[config.mk]
export PLATFORM = sky130hd
export DESIGN_NAME = mux4_sel_sched
export DESIGN_NICKNAME = d
export VERILOG_FILES = /design/src/rtl/mux4_pkg.sv /design/src/rtl/mux4_sel_sched_rr_pick4.sv /design/src/rtl/mux4_sel_sched.sv
export SDC_FILE = /design/constraint.sdc
export NUM_CORES = 1
export LEC_CHECK = 0
export CAP_MARGIN = 20
export CORE_UTILIZATION = 40
export CTS_CLUSTER_DIAMETER = 200
export DETAILED_ROUTE_END_ITERATION = 10
export DONT_BUFFER_PORTS = 1
export PLACE_DENSITY = 0.62
export SLEW_MARGIN = 20
export SYNTH_ARGS = -nofsm -noshare
export SYNTH_HDL_FRONTEND = slang
export SYNTH_SLANG_ARGS = --single-unit
[constraint.sdc]
create_clock -name clk -period 5.8 [get_ports clk]
set_clock_uncertainty 0.1 [all_clocks]
set_input_delay 1.74 -clock clk [delete_from_list [all_inputs] [get_ports clk]]
set_output_delay 1.74 -clock clk [all_outputs]
set_load 0.03 [all_outputs]
[src/rtl/mux4_pkg.sv]
// Shared encodings for the mux4_1 select sequencer: FSM states and channel select codes.
package mux4_pkg;

  typedef enum logic [1:0] {
    ST_IDLE  = 2'd0,
    ST_GRANT = 2'd1,
    ST_GAP   = 2'd2
  } state_t;

  localparam logic [1:0] CH_A = 2'd0;
  localparam logic [1:0] CH_B = 2'd1;
  localparam logic [1:0] CH_C = 2'd2;
  localparam logic [1:0] CH_D = 2'd3;

  function automatic logic [3:0] onehot4(input logic [1:0] ch);
    return 4'b0001 << ch;
  endfunction

endpackage

[src/rtl/mux4_sel_sched_rr_pick4.sv]
// Combinational round-robin picker: first requester after 'last', wrapping d -> a.
module rr_pick4
  import mux4_pkg::*;
(
  input  logic [3:0] req,
  input  logic [1:0] last,
  output logic [1:0] pick,
  output logic       any
);

  logic       found;
  logic [1:0] idx;

  always_comb begin
    pick  = CH_A;
    found = 1'b0;
    idx   = last;
    for (int i = 1; i <= 4; i++) begin
      idx = last + 2'(i);
      if (!found && req[idx]) begin
        pick  = idx;
        found = 1'b1;
      end
    end
    any = |req;
  end

endmodule

[src/rtl/mux4_sel_sched.sv]
// Select sequencer for mux4_1: round-robin time-slicing of channels a..d with a
// DWELL-accept grant and a one-cycle blanking gap between grants.
module mux4_sel_sched
  import mux4_pkg::*;
#(
  parameter int DWELL = 4,
  parameter int CNT_W = 8
) (
  input  logic       clk,
  input  logic       rst,
  input  logic       en,
  input  logic [3:0] req,
  input  logic       ready,
  output logic       s1,
  output logic       s2,
  output logic [3:0] grant,
  output logic       sel_valid,
  output logic       busy
);

  // Handshake: while sel_valid is high the consumer signals ready; every cycle
  // with sel_valid && ready is one accepted transfer and consumes one dwell slot.

  if (DWELL < 1 || DWELL > 255) begin : g_bad_dwell
    $error("mux4_sel_sched: DWELL must be in 1..255");
  end
  if ((2 ** CNT_W) <= DWELL) begin : g_bad_cnt_w
    $error("mux4_sel_sched: CNT_W too narrow for DWELL");
  end

  state_t           state;
  logic [1:0]       cur;
  logic [1:0]       last;
  logic [CNT_W-1:0] cnt;
  logic [1:0]       pick;
  logic             any;
  logic             release_now;

  rr_pick4 u_pick (
    .req  (req),
    .last (last),
    .pick (pick),
    .any  (any)
  );

  // Release beats a same-cycle accept; that accept still counts as taken.
  assign release_now = !en || !req[cur] || (ready && (cnt == '0));

  always_ff @(posedge clk or posedge rst) begin
    if (rst) begin
      state     <= ST_IDLE;
      cur       <= CH_A;
      last      <= CH_D;
      cnt       <= '0;
      s1        <= 1'b0;
      s2        <= 1'b0;
      grant     <= 4'b0000;
      sel_valid <= 1'b0;
      busy      <= 1'b0;
    end else begin
      case (state)
        ST_GRANT: begin
          if (release_now) begin
            state     <= ST_GAP;
            last      <= cur;
            grant     <= 4'b0000;
            sel_valid <= 1'b0;
          end else if (ready) begin
            cnt <= cnt - 1'b1;
          end
        end
        ST_IDLE, ST_GAP: begin
          // s1/s2 keep the old code through the gap so the mux select never glitches.
          if (en && any) begin
            state     <= ST_GRANT;
            cur       <= pick;
            cnt       <= CNT_W'(DWELL - 1);
            {s1, s2}  <= pick;
            grant     <= onehot4(pick);
            sel_valid <= 1'b1;
            busy      <= 1'b1;
          end else begin
            state <= ST_IDLE;
            busy  <= 1'b0;
          end
        end
        default: begin
          state     <= ST_IDLE;
          grant     <= 4'b0000;
          sel_valid <= 1'b0;
          busy      <= 1'b0;
        end
      endcase
    end
  end

endmodule

==> flow_summary.toml, run 1 <==
[run_status]
outcome = "completed"

[timing]
post-route-period-util = 0.534
setup_viol = 0
setup_tns_ns = 0
max-slew-margin-rel = 0.496
max_freq_mhz = 323
finalHoldViolations = 0
worst_pin_slew_ns = 0.755
rsz0062_at_grt = "false"
layout_min_cycle_time_ns = 3.10
slew_viol_final = 0

[clock_tree]
postCtsSetupRepairBufs = 0
cts_sinks = 20
clk_latency_ns = 0.29
clk_pin_slew_ns = 0.11
cts-hold-fix-buffers = 0
cts_resized = 0
htreeDepth = 1
tritoncts = "yes"
clockRootBuffer = "clkbuf_4"
clockBufferDepth = 2
cts_buffers = 3

[floorplan]
dieHeight_um = 52.8
initial_core_util = 0.421
core_um2 = 2450
row_count = 18
ios = 16
dieArea_um2 = 2790
die_w_um = 52.8

[final_layout]
fin_nets = 110
instances_no_fill = 129
n_fill_cell = 237
final_layout_size_suffix_gt1_frac = 0.131
syn_to_final_growth_pct = 5.93
n_antenna_cell = 0

[logic_synthesis]
synth_cell_types = 36
synth_edf_count = 0
synthesis.area_um2 = 1030
synth_area_leaders = "dfrtp_1 44%, dfstp_2 5.1%, a32o_1 3.9%"
synth_nets = 107
syn_inst = 97
synth_seq_area_share = 0.487
synth_area_leader_cell = "dfrtp_1"
synth_common_cells = "18 x dfrtp_1, 10 x nand2_1, 6 x a21oi_1, 6 x inv_1"
synth_top_cell_area_share = 0.436
avgSynthCellArea_um2 = 10.7
ys_warn_count = 0
yosysMostFrequentCell = "dfrtp_1"
synth_seq_cells = 20
synth-main-ff-cell = "dfrtp_1"
synthArstFlopShare = 1.00

[detailed_routing]
drtIter0Drc = 8
ant_nets = 0
wl_per_cell_um = 16.3
vias_per_cell = 6.05
drc = 0
dr.pass1.iters = 4
drt-total-wl_um = 2110
dr_total_vias = 780

[power]
p_leak_nw = 0.492
ir_worst_vdd_v = 0.000267
total_power_w = 0.000446
p_per_area_nw_per_um2 = 408

[global_routing]
grt_pass1_vias = 801
grt_pass1_wl_um = 3510
track_usage = 0.173
antenna_found_initial = 0
grt_max_degree = 21
grt_overflow_total = 0

[critical_path]
crit_type = "in2reg"
cp_max_fo = 15
cp_top_family = "compound AO/OA/AOI/OAI gates"
slowest_stage = "o211ai_2"
critPathArrivalTime_ns = 3.19
path_buf_inv = 0
slowest_delay_ns = 0.47
crit_chain = "or4bb_1 > o211ai_2 > o21ai_1 > a32o_1"
cp.required_ns = 5.89
endpoint_kind = "flip-flop"
startpoint_type = "input port"

[flow_run]
drv_cap = 0

[place]
dp.cells = 125
hpwl_um = 1530
gp_routability_congestion = 0.776
port_buffers = 0

[worst_hold_path]
hold_path.class = "reg2reg"
[per-stage QoR]
stage	hold WS (ns)	utilization	instance area [µm²]	setup slack, ns
floorplan	0.374	-	1030	2.57
global placement	0.420	0.431	1060	2.49
detailed placement	0.425	0.431	1060	2.42
CTS	0.444	0.446	1090	2.73
global route	0.470	0.446	1090	2.61
finish	0.449	0.446	1090	2.70
[registers in the layout, indices dropped and copies added (netlist names)]
| name | flops |
|---|---|
| last | 2 |
| cnt | 8 |
| state | 2 |
| sel_valid | 1 |
| cur | 2 |
| grant | 4 |
| busy | 1 |
[cells in the final DEF (no fill, tap or decap), drive strengths merged, types with 3 or more instances in the layout]
cell / instances
a32o: 4
clkbuf: 4
or4: 5
nand2: 10
dfrtp: 18
nand2b: 3
a21oi: 6
o21ai: 6
inv: 6
o211ai: 5
or3: 3
nor2: 4
[logic make-up after synthesis]
kind of cell	Yosys count	synth area share
buffers and inverters	8	0.0339
AND/OR/NAND/NOR	31	0.170
XOR/XNOR	1	0.00848
flip-flops	20	0.487
multiplexers	4	0.0533
adder cells (fa/ha/maj)	2	0.0242
AO/OA/AOI/OAI	31	0.224
[area by class of cell]
class | instances | area (µm²) | share of cell area
Sequential cell | 20 | 503 | 0.459
Multi-Input combinational cell | 69 | 495 | 0.453
Tap cell | 30 | 37.5 | 0.0343
Clock buffer | 4 | 36.3 | 0.0331
Inverter | 6 | 22.5 | 0.0206
[metal layers]
metal,wire [µm],part of all wire,global-route usage
met1,993,0.47,0.234
met2,997,0.47,0.270
met3,102,0.048,0.0348
met4,13,0.0062,0.0658
met5,0,0,0
[path summary, 6_finish.rpt]
kind                                    startpoint               endpoint  slack [ns]  cells past startpoint
worst min-delay path            cnt[1]$_DFFE_PP0P_     cnt[1]$_DFFE_PP0P_        0.45                      1
max in group asynchronous                      rst     cur[0]$_DFFE_PP0P_        3.78                      1
worst max-delay path                         ready   grant[0]$_DFFE_PP0P_        2.70                      4
worst min register to register  cnt[1]$_DFFE_PP0P_     cnt[1]$_DFFE_PP0P_        0.45                      1
worst max register to register  cnt[0]$_DFFE_PP0P_   grant[0]$_DFFE_PP0P_        3.36                      6
min in group asynchronous                      rst  sel_valid$_DFFE_PP0P_        1.35                      1
[report_power, final]
group | switching, W | total, W | leakage, nW | internal, W
Combinational | 0.0000613 | 0.000114 | 0.220 | 0.0000524
Clock | 0.0000416 | 0.0000798 | 0.0210 | 0.0000382
Sequential | 0.0000739 | 0.000253 | 0.252 | 0.000179
Total | 0.000177 | 0.000446 | 0.492 | 0.000269
Power figures use the tool's default switching activity.
==> inputs of run 2 (changes only) <==
--- a/config.mk
+++ b/config.mk
@@ -10,7 +10,7 @@
 export CTS_CLUSTER_DIAMETER = 200
 export DETAILED_ROUTE_END_ITERATION = 10
 export DONT_BUFFER_PORTS = 1
-export PLACE_DENSITY = 0.62
+export PLACE_DENSITY = 0.64
 export SLEW_MARGIN = 20
 export SYNTH_ARGS = -nofsm -noshare
 export SYNTH_HDL_FRONTEND = slang
==> constraint.sdc (replaced) <==
create_clock -name clk -period 2.5 [get_ports clk]
set_clock_uncertainty 0.1 [all_clocks]
set_input_delay 0.75 -clock clk [delete_from_list [all_inputs] [get_ports clk]]
set_output_delay 0.75 -clock clk [all_outputs]
set_load 0.03 [all_outputs]
==> run 2 against run 1 <==
  * Sequential power increased by 120%
  * Non-clock buffer count rose by 3
  * Cell count grew 1.6%
  * Worst setup slack got worse by 2.4 ns
  * Register-to-register slack worse by 3.0 ns
  * Via count increased by 1.2%
  * Largest cell class unchanged
  * Combinational power rose to 2.6 times the previous value
  * Count of clock-buffer cells in the layout decreased by 1
  * Core utilization up 0.36 points
==> flow_summary.toml, run 2 (synthesized netlist as in run 1, its figures left out) <==
[global_routing]
grt_pass1_vias = 751
grt_overflow_total = 0
grt_pass1_wl_um = 3350
grt_max_degree = 21
track_usage = 0.168
antenna_found_initial = 0

[floorplan]
dieArea_um2 = 2790
row_count = 18
ios = 16
die_w_um = 52.8
core_um2 = 2450
dieHeight_um = 52.8
initial_core_util = 0.421

[detailed_routing]
drt-total-wl_um = 1960
dr_total_vias = 789
dr.pass1.iters = 4
drtIter0Drc = 14
drc = 0
wl_per_cell_um = 15.0
ant_nets = 0
vias_per_cell = 6.02

[critical_path]
path_depth = 6
slowest_delay_ns = 0.54
reg2reg_depth = 6
endpoint_kind = "flip-flop"
critPathArrivalTime_ns = 2.24
timing.rr.end = "grant[0]$_DFFE_PP0P_"
crit_chain = "inv_1 > ha_1 > or4bb_1 > o211ai_2 > o21ai_1 > a32o_1"
cp.required_ns = 2.58
slowest_stage = "or4bb_1"
path_buf_inv = 1
crit_type = "reg2reg"
cp-endpoint = "grant[0]$_DFFE_PP0P_"
cp_top_family = "compound AO/OA/AOI/OAI gates"
r2r_slack_ns = 0.34
cp_max_fo = 8
rr_startpoint = "cnt[0]$_DFFE_PP0P_"
startpoint = "cnt[0]$_DFFE_PP0P_"
startpoint_type = "flip-flop"

[clock_tree]
postCtsSetupRepairBufs = 0
cts_resized = 0
clk_latency_ns = 0.29
clockBufferDepth = 2
clockRootBuffer = "clkbuf_4"
tritoncts = "yes"
cts_buffers = 3
cts_sinks = 20
clk_pin_slew_ns = 0.11
cts-hold-fix-buffers = 0
htreeDepth = 1

[timing]
max-slew-margin-rel = 0.484
layout_min_cycle_time_ns = 2.16
setup_viol = 0
slew_viol_final = 0
setup_tns_ns = 0
rsz0062_at_grt = "false"
max_freq_mhz = 463
worst_pin_slew_ns = 0.772
finalHoldViolations = 0
post-route-period-util = 0.864

[power]
p_leak_nw = 0.499
ir_worst_vdd_v = 0.000501
p_per_area_nw_per_um2 = 916

[final_layout]
final_cell_mix = "18 x dfrtp_1, 10 x nand2_1, 6 x inv_1, 6 x a21oi_1"
final_layout_size_suffix_gt1_frac = 0.149
multi_input_area_um2 = 495
fin_area_um2 = 1100
top_regs = "cnt x8, grant x4"
seqCellArea_um2 = 503
instances_no_fill = 131
syn_to_final_growth_pct = 6.78
n_antenna_cell = 0
layout.cells.most_common = "dfrtp_1"
n_fill_cell = 229
max_flop_register = "cnt"
finish.utilization = 0.450
largest_reg_flops = 8
fin_nets = 113

[run_status]
outcome = "completed"

[place]
port_buffers = 0
hpwl_um = 1500
dpl_cell_area_um2 = 1080
dp.cells = 128
gp_routability_congestion = 0.778

[flow_run]
drv_cap = 0

[worst_hold_path]
hold_path.class = "in2async"
run 2: changes by cell type in the layout (fill, tap and decap cells not counted), sizes merged:
| cell | delta |
|---|---|
| clkbuf | -1 |
| buf | +3 |
run 2: report_power, final:
group          internal, W  switching (W)
Sequential        0.000415       0.000149
Clock            0.0000559      0.0000878
Combinational     0.000139       0.000164
Total             0.000610       0.000401
run 2: how the worst min path moves through the flow:
stage               cells past startpoint                  to  slack [ns]
global route                            1  cnt[2]$_DFFE_PP0P_        0.42
finish                                  1  cnt[2]$_DFFE_PP0P_        0.38
detailed placement                      2  cnt[6]$_DFFE_PP0P_        0.42
floorplan                               1  cnt[0]$_DFFE_PP0P_        0.37
global placement                        2  cnt[6]$_DFFE_PP0P_        0.41
CTS                                     1  cnt[2]$_DFFE_PP0P_        0.39
run 2: per-layer routing:
metal | share of wire | up-vias | track usage
met5 | 0 | - | 0
met4 | 0.0077 | 0 | 0.0526
met3 | 0.047 | 2 | 0.0377
met2 | 0.46 | 15 | 0.264
met1 | 0.49 | 388 | 0.227
li1 | - | 384 | -
run 2: metrics by stage:
stage	setup slack [ns]	total power (W)	hold WS (ns)
floorplan	0.263	0.000795	0.374
global placement	0.300	0.000867	0.412
detailed placement	0.275	0.000878	0.419
CTS	0.338	0.00102	0.392
global route	0.192	0.00108	0.423
finish	0.339	0.00101	0.377
run 2: cell type report:
class | count | share of cell area
Sequential cell | 20 | 0.456
Inverter | 6 | 0.0204
Timing Repair Buffer | 3 | 0.0204
Clock buffer | 3 | 0.0204
Tap cell | 30 | 0.0340
Multi-Input combinational cell | 69 | 0.449
